## src/rtl/irq_controller_pkg.sv

```systemverilog
// irq_controller_pkg
// Shared constants for the interrupt controller: register offsets relative
// to BASE, the source index of each interrupt line, and the FSM state type.
package irq_controller_pkg;

   // Register byte offsets from BASE.
   localparam logic [31:0] OFF_IMASK  = 32'h0000_0000;
   localparam logic [31:0] OFF_IPEND  = 32'h0000_0004;
   localparam logic [31:0] OFF_ICAUSE = 32'h0000_0008;

   // Source indices; a lower index has higher priority.
   localparam logic [1:0] SRC_TIMER   = 2'd0;
   localparam logic [1:0] SRC_UART_RX = 2'd1;
   localparam logic [1:0] SRC_UART_TX = 2'd2;
   localparam logic [1:0] SRC_EXT     = 2'd3;

   typedef enum logic [1:0] {
      ST_IDLE    = 2'd0,
      ST_ASSERT  = 2'd1,
      ST_SERVICE = 2'd2
   } irq_state_e;

endpackage : irq_controller_pkg

```

## src/rtl/irq_prio_enc.sv

```systemverilog
// irq_prio_enc
// 4-to-2 fixed-priority encoder; bit 0 has the highest priority.
// Ports:
//   req   in  4  request vector
//   valid out 1  at least one request bit set
//   idx   out 2  index of the highest-priority set bit (0 when none)
module irq_prio_enc
   import irq_controller_pkg::*;
(
   input  logic [3:0] req,
   output logic       valid,
   output logic [1:0] idx
);

   // NOTE: every output of a combinational block gets a default first so
   // no path leaves it unassigned and no latch is inferred.
   always_comb begin
      valid = |req;
      idx   = SRC_TIMER;
      if (req[0])      idx = SRC_TIMER;
      else if (req[1]) idx = SRC_UART_RX;
      else if (req[2]) idx = SRC_UART_TX;
      else if (req[3]) idx = SRC_EXT;
   end

endmodule : irq_prio_enc

```

## src/rtl/irq_controller.sv

```systemverilog
// irq_controller
// Four-source interrupt controller with memory-mapped mask/pending/cause
// registers and a three-state request FSM that only interrupts user mode.
// Ports:
//   clk        in  1   system clock, rising edge
//   reset      in  1   synchronous active-high reset
//   src_pulse  in  4   one-cycle request pulses (timer, uart_rx, uart_tx, ext)
//   pc_super   in  1   1 while executing in supervisor mode
//   addr       in  32  bus byte address
//   wdata      in  32  bus write data
//   mem_rd     in  1   bus read strobe
//   mem_wr     in  1   bus write strobe
//   rdata      out 32  combinational read data
//   irq        out 1   registered interrupt request
//   irq_id     out 2   registered index of the current/last interrupt
module irq_controller
   import irq_controller_pkg::*;
#(
   parameter int          NSRC = 4,
   parameter logic [31:0] BASE = 32'h4000_0030
) (
   input  logic            clk,
   input  logic            reset,
   input  logic [NSRC-1:0] src_pulse,
   input  logic            pc_super,
   input  logic [31:0]     addr,
   input  logic [31:0]     wdata,
   input  logic            mem_rd,
   input  logic            mem_wr,
   output logic [31:0]     rdata,
   output logic            irq,
   output logic [1:0]      irq_id
);

   logic [NSRC-1:0] imask_q, imask_d;
   logic [NSRC-1:0] ipend_q, ipend_d;
   logic [1:0]      irq_id_q, irq_id_d;
   logic            irq_q, irq_d;
   irq_state_e      state_q, state_d;

   logic            hit_imask, hit_ipend, hit_icause;
   logic [NSRC-1:0] active;
   logic            act_valid;
   logic [1:0]      act_idx;

   // Only the low NSRC bits of a write carry register content.
   logic unused_wdata;
   assign unused_wdata = ^{wdata[31:NSRC], 1'b0};

   assign hit_imask  = (addr == BASE + OFF_IMASK);
   assign hit_ipend  = (addr == BASE + OFF_IPEND);
   assign hit_icause = (addr == BASE + OFF_ICAUSE);

   // The FSM works from registered state, so a mask/pending change is seen
   // one edge after the bus write that made it.
   assign active = ipend_q & imask_q;

   irq_prio_enc u_prio_enc (
      .req   (active),
      .valid (act_valid),
      .idx   (act_idx)
   );

   // Register file next-state.
   always_comb begin
      imask_d = imask_q;
      ipend_d = ipend_q;
      if (mem_wr && hit_imask) imask_d = wdata[NSRC-1:0];
      if (mem_wr && hit_ipend) ipend_d = ipend_d & ~wdata[NSRC-1:0];
      // Set is applied after the clear so a new pulse beats a W1C.
      ipend_d = ipend_d | src_pulse;
   end

   // Request FSM next-state; irq and irq_id are registered outputs.
   always_comb begin
      state_d  = state_q;
      irq_d    = irq_q;
      irq_id_d = irq_id_q;
      unique case (state_q)
         ST_IDLE: begin
            irq_d = 1'b0;
            if (act_valid && !pc_super) begin
               state_d  = ST_ASSERT;
               irq_d    = 1'b1;
               irq_id_d = act_idx;
            end
         end
         ST_ASSERT: begin
            if (pc_super) begin
               // CPU took the interrupt; no nesting until it leaves kernel.
               state_d = ST_SERVICE;
               irq_d   = 1'b0;
            end else if (!act_valid) begin
               state_d = ST_IDLE;
               irq_d   = 1'b0;
            end else begin
               irq_d = 1'b1;
            end
         end
         ST_SERVICE: begin
            irq_d = 1'b0;
            if (!pc_super) state_d = ST_IDLE;
         end
         default: begin
            state_d = ST_IDLE;
            irq_d   = 1'b0;
         end
      endcase
   end

   // Read mux; anything but a strobed, mapped read returns zero.
   always_comb begin
      rdata = 32'h0;
      if (mem_rd) begin
         if (hit_imask)       rdata = {{(32-NSRC){1'b0}}, imask_q};
         else if (hit_ipend)  rdata = {{(32-NSRC){1'b0}}, ipend_q};
         else if (hit_icause) rdata = {30'b0, irq_id_q};
      end
   end

   // NOTE: reset is synchronous, so it lives inside the clocked branch and
   // overrides any pulse or bus write arriving on the same edge.
   // NOTE: state flops use non-blocking assignments so every flop samples
   // the pre-edge value of every other flop.
   always_ff @(posedge clk) begin
      if (reset) begin
         imask_q  <= '0;
         ipend_q  <= '0;
         irq_id_q <= 2'd0;
         irq_q    <= 1'b0;
         state_q  <= ST_IDLE;
      end else begin
         imask_q  <= imask_d;
         ipend_q  <= ipend_d;
         irq_id_q <= irq_id_d;
         irq_q    <= irq_d;
         state_q  <= state_d;
      end
   end

   assign irq    = irq_q;
   assign irq_id = irq_id_q;

endmodule : irq_controller
```

## config.mk

```make
export PLATFORM = sky130hd
export DESIGN_NAME = irq_controller
export DESIGN_NICKNAME = d
export VERILOG_FILES = /design/src/rtl/irq_controller_pkg.sv /design/src/rtl/irq_prio_enc.sv /design/src/rtl/irq_controller.sv
export SDC_FILE = /design/constraint.sdc
export NUM_CORES = 1
export LEC_CHECK = 0
export BUFFER_PORTS_ARGS = -buffer_cell sky130_fd_sc_hd__buf_2
export CORE_MARGIN = 2
export CORE_UTILIZATION = 31
export CTS_BUF_LIST = sky130_fd_sc_hd__clkbuf_8 sky130_fd_sc_hd__clkbuf_16
export DETAILED_ROUTE_END_ITERATION = 6
export GPL_TIMING_DRIVEN = 0
export HOLD_SLACK_MARGIN = 0.1
export PLACE_DENSITY_LB_ADDON = 0.1
export SYNTH_ARGS = -nofsm -noshare
export SYNTH_HDL_FRONTEND = slang
export SYNTH_SLANG_ARGS = --single-unit
```

## constraint.sdc

```tcl
create_clock -name clk -period 1.4 [get_ports clk]
set_clock_uncertainty 0.05 [all_clocks]
set_input_delay 0.28 -clock clk [delete_from_list [all_inputs] [get_ports clk]]
set_output_delay 0.28 -clock clk [all_outputs]
set_load 0.03 [all_outputs]
```

==> flow_summary.json, run 1 <==
{
  "run_status": "finished, violations left",
  "violations": "negative setup slack",
  "critical-path-max-stage-delay_ns": 0.26,
  "num_io_pins": 108,
  "crit_slowest_cell": "sky130_fd_sc_hd__nor4_4",
  "proportion_of_register_bits_with_asynchronous_set_or_reset_after_synthesis_pct": 0,
  "mappedNetlistArea_um2": 1007,
  "gp_congestion": 0.7223,
  "drt-vias-per-instance": 4.025,
  "detailedRoute.firstPassIterationCount": 4,
  "worst_hold_slack_ns": 0.1924,
  "timing.final.crit_share_pct": 119.7,
  "core-area_um2": 3078,
  "starting_utilization_of_the_core_area_pct": 32.72,
  "seq_area_um2": 269.0,
  "grt_pass1_vias": 933,
  "rsz0062_at_grt": "yes",
  "timing.final.setup_violations": 12,
  "grt_use_total_pct": 13.77,
  "most_frequent_cell_on_the_critical_path": "sky130_fd_sc_hd__buf_6",
  "timing_max_transition_violations_final": 0,
  "antenna_violations_before_repair": 0,
  "power.ir.vdd_worst_v": 0.0003450,
  "synthDominantCellAreaShare_pct": 25.84,
  "timing.setup.tns_ns": -2.173,
  "synth-seq-area-share_pct": 25.84,
  "multi_input_comb_area_um2": 698.2,
  "power.total_w": 0.001033,
  "antenna_diode_count": 0,
  "leakagePower_nw": 0.8298,
  "layout-drive-gt1-share_pct": 55.33,
  "timing.max_cap.violations": 0,
  "nFillCells": 300,
  "io_buffers": 50,
  "power.density_nw_per_um2": 616.3,
  "ys_top_cells_by_area": "sky130_fd_sc_hd__dfxtp_1 26%, sky130_fd_sc_hd__buf_4 21%, sky130_fd_sc_hd__mux2i_1 8.0%",
  "synth.ff_latch_count": 13,
  "yosys.cell_types.count": 27,
  "worst_setup_path_start_kind": "primary input",
  "synthDominantAreaCellType": "sky130_fd_sc_hd__dfxtp_1",
  "crit_path_required_time_ns": 1.07,
  "cell_with_the_most_instances_after_synthesis": "sky130_fd_sc_hd__buf_4",
  "clockRootBuffer": "sky130_fd_sc_hd__clkbuf_8",
  "routed_wire_length_per_instance_um": 10.27,
  "overflow": 0,
  "cts.hold.buffers_added": 0,
  "placement_rows": 20,
  "numClockSinks": 13,
  "synth.yosys.warnings": 0,
  "cells_traversed_along_the_worst_timing_path": "buf_6 > nor4_4 > nand4_2 > nor2_4 > and4bb_4 > buf_6",
  "netlist_top_cells_count": "28 x sky130_fd_sc_hd__buf_4, 13 x sky130_fd_sc_hd__dfxtp_1, 9 x sky130_fd_sc_hd__nand2b_1, 9 x sky130_fd_sc_hd__nor2_1, 8 x sky130_fd_sc_hd__mux2i_1",
  "dpl.hpwl_um": 2022,
  "final_core_util_pct": 54.47,
  "floorplan.die_area_um2": 3721,
  "number_of_enable_type_register_cells_in_the_synthesized_netlist": 0,
  "place_ws_ns": -0.4579,
  "crit_path_max_fanout": 4,
  "die_height_um": 61,
  "drc_violations_left": 0,
  "clk_pin_slew_worst_paths_ns": 0.05,
  "area_growth_syn_to_layout_pct": 66.46,
  "critical_path_s_top_delay_family": "simple AND/OR/NAND/NOR gates",
  "fmax_mhz": 596.8,
  "cp.buffers_inverters": 2,
  "worst_hold_check_path_type": "in2reg",
  "layout.nets": 271,
  "report.final.hold_viol_count": 0,
  "totalWireLength_um": 2474,
  "dr.first_iter.drc_count": 15,
  "synthesized_instance_count": 112,
  "deepest_clock_path_buffer_count": 2,
  "die_width_um": 61,
  "final_antenna_net_count": 0,
  "grt_start_max_net_pins": 11,
  "clkLatencyLatePin_ns": 0.24,
  "syn_area_per_cell_um2": 8.993,
  "cts.htree.levels": 1,
  "period_needed_ns": 1.676,
  "total_clock_buffers_created_by_cts": 3,
  "cts_tree": "built",
  "grt_pass1_wl_um": 3864,
  "crit_arrival_ns": 1.35,
  "synth_ff_type": "sky130_fd_sc_hd__dfxtp_1",
  "timing_worst_setup_path_type": "in2out",
  "dr_total_vias": 970,
  "finalWorstSetupSlack_ns": -0.2755,
  "critPathCaptureType": "output pin"
}
-- cells in the final DEF, fill, tap and decap left out, drive strengths merged, types with 3 or more instances in the layout --
master and n:
a311oi 4, buf 82, clkbuf 5, conb 28, dfxtp 13, inv 6
mux2i 8, nand2 3, nand2b 9, nor2 9, nor4 6, nor4b 3
o21ai 4
-- worst paths after layout --
kind,start,to,slack (ns),depth (start not counted)
worst max-delay path,addr[23],rdata[3],-0.28,6
worst min-delay path,wdata[3],ipend_q[3]$_SDFF_PP0_,0.19,2
worst max register to register,ipend_q[2]$_SDFF_PP0_,irq_id[0]$_SDFFE_PP0P_,0.09,4
worst min register to register,imask_q[2]$_SDFFE_PP0P_,imask_q[2]$_SDFFE_PP0P_,0.44,2
-- layout make-up --
class,instances,share of cell area (%)
Sequential cell,13,16.04
Multi-Input combinational cell,91,41.64
Inverter,5,1.119
Buffer,30,13.06
Clock inverter,1,0.2239
Clock buffer,3,2.463
Timing Repair Buffer,54,22.16
Tap cell,44,3.284
-- metal layers --
metal	part of all wire [%]	wire length (µm)	GRT usage [%]
met5	0	0	0
met4	0.32	8	3.727
met3	11	262	2.559
met2	50	1234	25.19
met1	39	969	16.37
-- per-stage QoR --
| stage | instances | area [µm²] |
|---|---|---|
| 2_1_floorplan | 139 | 1151 |
| 3_3_place_gp | 233 | 1456 |
| 3_5_place_dp | 233 | 1456 |
| 4_1_cts | 240 | 1632 |
| 5_1_grt | 241 | 1677 |
| 6_report | 241 | 1677 |
-- registers in the layout (all words and copies together), names as in the netlist --
| signal | cells |
|---|---|
| imask_q | 4 |
| ipend_q | 4 |
| irq_id | 2 |
| state_q | 2 |
| irq | 1 |
-- power breakdown --
group	total, W	internal, W	switching [W]
logic	0.000324	0.000147	0.000177
clock network	0.000320	0.000193	0.000127
registers	0.000390	0.000380	0.00000921
total	0.00103	0.000720	0.000313
-- timing repair --
item                       in CTS  in global routing
pin swaps                      12                  9
cloned                          0                  0
resized for setup              22                 13
buffers inserted                3                  1
setup endpoints to repair      13                 13
-- cell families after synthesis --
group,after synthesis,share of synthesized area (%)
xor+xnor,1,0.8697
compound gates,15,10.93
mux,8,7.951
buf+inv,35,23.48
other cells,1,0.3723
simple gates,39,30.56
flops,13,25.84
(Power assumes the default switching activity.)
==> run 2: changes to the inputs <==
--- a/config.mk
+++ b/config.mk
@@ -7,7 +7,7 @@
 export LEC_CHECK = 0
 export BUFFER_PORTS_ARGS = -buffer_cell sky130_fd_sc_hd__buf_2
 export CORE_MARGIN = 2
-export CORE_UTILIZATION = 31
+export CORE_UTILIZATION = 32
 export CTS_BUF_LIST = sky130_fd_sc_hd__clkbuf_8 sky130_fd_sc_hd__clkbuf_16
 export DETAILED_ROUTE_END_ITERATION = 6
 export GPL_TIMING_DRIVEN = 0
@@ -15,4 +15,6 @@
 export PLACE_DENSITY_LB_ADDON = 0.1
 export SYNTH_ARGS = -nofsm -noshare
 export SYNTH_HDL_FRONTEND = slang
+export SYNTH_HIERARCHICAL = 1
 export SYNTH_SLANG_ARGS = --single-unit
+export TNS_END_PERCENT = 1
==> run 2 against run 1 <==
Against the previous run:
- the run still ends with negative setup slack left
- die area up 2.8%
- global-route usage shrank 0.52 points
- via count grew 2.4%
- critical path depth did not move
- synthesized cell count rose by 6.3%
- sequential share of layout area decreased by 0.81 points
- count of clock-buffer cells in the layout unchanged
- cell count up 2.9%
==> flow_summary.json, run 2 <==
{
  "ys_top_cells_by_area": "sky130_fd_sc_hd__dfxtp_1 24%, sky130_fd_sc_hd__buf_4 20%, sky130_fd_sc_hd__mux2i_1 7.5%",
  "synth.yosys.warnings": 6,
  "crit-reg2reg-launch": "imask_q[1]$_SDFFE_PP0P_",
  "timing_worst_setup_path_type": "in2out",
  "overflow": 0,
  "placement_rows": 21,
  "cts.hold.buffers_added": 0,
  "die_width_um": 61.85,
  "synthDominantCellAreaShare_pct": 24.30,
  "clk_pin_slew_worst_paths_ns": 0.05,
  "grt_pass1_wl_um": 3712,
  "dr_total_vias": 993,
  "sw_frac_of_total_pct": 30.75,
  "drt-vias-per-instance": 4.004,
  "cell_with_the_most_instances_after_synthesis": "sky130_fd_sc_hd__buf_4",
  "finalWorstSetupSlack_ns": -0.3008,
  "cts_tree": "built",
  "grt_start_max_net_pins": 11,
  "run_status": "finished, violations left",
  "routed_wire_length_per_instance_um": 10.34,
  "die_height_um": 61.85,
  "io_buffers": 50,
  "power.ir.vdd_worst_v": 0.0003774,
  "synthesized_instance_count": 119,
  "dpl.hpwl_um": 2009,
  "layout.nets": 276,
  "report.final.hold_viol_count": 0,
  "antenna_violations_before_repair": 0,
  "drc_violations_left": 0,
  "numClockSinks": 13,
  "fmax_mhz": 587.9,
  "period_needed_ns": 1.701,
  "worst_hold_check_path_type": "in2reg",
  "timing.final.crit_share_pct": 121.5,
  "worst_hold_slack_ns": 0.1793,
  "clkLatencyLatePin_ns": 0.24,
  "dr.first_iter.drc_count": 9,
  "core-area_um2": 3284,
  "crit_arrival_ns": 1.37,
  "power.density_nw_per_um2": 600.5,
  "rsz0062_at_grt": "yes",
  "crit_path_start": "addr[12]",
  "timing.max_cap.violations": 0,
  "floorplan.die_area_um2": 3825,
  "gp_congestion": 0.7564,
  "detailedRoute.firstPassIterationCount": 2,
  "synth.ff_latch_count": 13,
  "relative_contribution_of_combinational_cells_to_total_power_pct": 31.8,
  "syn_area_per_cell_um2": 9.000,
  "worst_setup_path_start_kind": "primary input",
  "totalWireLength_um": 2564,
  "cts.htree.levels": 1,
  "crit_path_required_time_ns": 1.07,
  "most-common-layout-cells": "37 x sky130_fd_sc_hd__buf_2, 30 x sky130_fd_sc_hd__buf_4, 28 x sky130_fd_sc_hd__conb_1",
  "clockPowerShare_pct": 31.3,
  "nFillCells": 304,
  "leakagePower_nw": 0.8673,
  "netlist_top_cells_count": "28 x sky130_fd_sc_hd__buf_4, 13 x sky130_fd_sc_hd__dfxtp_1, 11 x sky130_fd_sc_hd__nor2_1",
  "top_regs": "imask_q: 4 flops, ipend_q: 4 flops",
  "power.net_switching_w": 0.0003215,
  "layout-drive-gt1-share_pct": 59.41,
  "synthDominantAreaCellType": "sky130_fd_sc_hd__dfxtp_1",
  "violations": "negative setup slack",
  "final_antenna_net_count": 0,
  "antenna_diode_count": 0,
  "yosys.cell_types.count": 29,
  "grt_pass1_vias": 921,
  "hold_path_startpoint": "wdata[3]",
  "total_clock_buffers_created_by_cts": 3,
  "grt_use_total_pct": 13.25,
  "mappedNetlistArea_um2": 1071,
  "starting_utilization_of_the_core_area_pct": 32.61,
  "crit_path_max_fanout": 4,
  "deepest_clock_path_buffer_count": 2,
  "num_io_pins": 108,
  "mostFrequentLayoutCell": "sky130_fd_sc_hd__buf_2",
  "area_growth_syn_to_layout_pct": 62.62,
  "p_int_w": 0.0007242,
  "timing.final.setup_violations": 13,
  "clockRootBuffer": "sky130_fd_sc_hd__clkbuf_8",
  "timing_max_transition_violations_final": 0,
  "synth_ff_type": "sky130_fd_sc_hd__dfxtp_1",
  "number_of_enable_type_register_cells_in_the_synthesized_netlist": 0,
  "synth-seq-area-share_pct": 24.30,
  "critPathCaptureType": "output pin",
  "proportion_of_register_bits_with_asynchronous_set_or_reset_after_synthesis_pct": 0,
  "place_ws_ns": -0.4615,
  "pwr-share-seq_pct": 37.0
}
run 2: cells by family (layout without fill, tap and decap cells):
logic type,Yosys count,after routing,synth area share [%]
AOI/OAI and AO/OA,11,11,6.892
xor gates and xnor gates,1,1,0.8179
muxes,8,8,7.477
other,1,28,0.3501
DFF,13,13,24.30
and+or+nand+nor,49,49,36.10
buffers and inverters,36,92,24.06
run 2: cell type report:
class	instances	area, µm²	share of cell area (%)
flip-flops and latches	13	265.3	15.23
clock inverters	1	3.754	0.2155
plain buffers	30	235.2	13.51
well taps	46	57.56	3.305
multi-input cells	97	769.5	44.18
inverters	6	22.52	1.293
repair buffers	52	346.6	19.90
clock buffers	3	41.29	2.371
run 2: path summary, 6_finish.rpt:
check / end / slack, ns / depth (start not counted)
setup / recovery: rdata[3] / -0.30 / 6
hold / removal: ipend_q[3]$_SDFF_PP0_ / 0.18 / 2
setup reg to reg: irq_id[1]$_SDFFE_PP0P_ / -0.01 / 6
hold reg to reg: irq_id[0]$_SDFFE_PP0P_ / 0.45 / 2
run 2: what timing repair did:
item	CTS	global route
gates resized for setup	25	8
setup buffers	2	0
pin swaps	9	11
endpoints found under the setup margin	14	14
run 2: power by group through the flow:
stage / registers (W) / logic, W / clock network [W]
floorplan: 0.000390 / 0.000215 / 0
global placement: 0.000392 / 0.000298 / 0
detailed placement: 0.000392 / 0.000303 / 0
CTS: 0.000386 / 0.000320 / 0.000332
global route: 0.000388 / 0.000360 / 0.000353
finish: 0.000387 / 0.000332 / 0.000327
run 2: stage by stage:
| stage | total power (W) | std cells | instance area (µm²) | utilization [%] | TNS, ns |
|---|---|---|---|---|---|
| after CTS | 0.001037 | 248 | 1704 | 51.89 | -2.251 |
| after detailed placement | 0.0006955 | 242 | 1538 | 46.82 | -5.127 |
| final | 0.001046 | 248 | 1742 | 53.03 | -2.159 |
| after global placement | 0.0006908 | 242 | 1538 | 46.82 | -4.716 |
| after global routing | 0.001101 | 248 | 1742 | 53.03 | -3.361 |
| after floorplan | 0.0006051 | 146 | 1230 | - | -1.110 |
run 2: per-layer routing:
| layer | wire [µm] | up-vias | share of wire [%] | track usage (%) |
|---|---|---|---|---|
| li1 | - | 518 | - | - |
| met1 | 1038 | 426 | 40 | 15.86 |
| met2 | 1299 | 44 | 51 | 23.16 |
| met3 | 185 | 5 | 7.2 | 2.484 |
| met4 | 40 | 0 | 1.6 | 5.471 |
| met5 | 0 | - | 0 | 0 |
run 2: worst max-delay path, cell delays in order:
cell	delay [ns]
sky130_fd_sc_hd__buf_6	0.10
sky130_fd_sc_hd__nor4_4	0.32
sky130_fd_sc_hd__nand4_4	0.15
sky130_fd_sc_hd__nor2_4	0.15
sky130_fd_sc_hd__and4bb_4	0.24
sky130_fd_sc_hd__buf_6	0.13
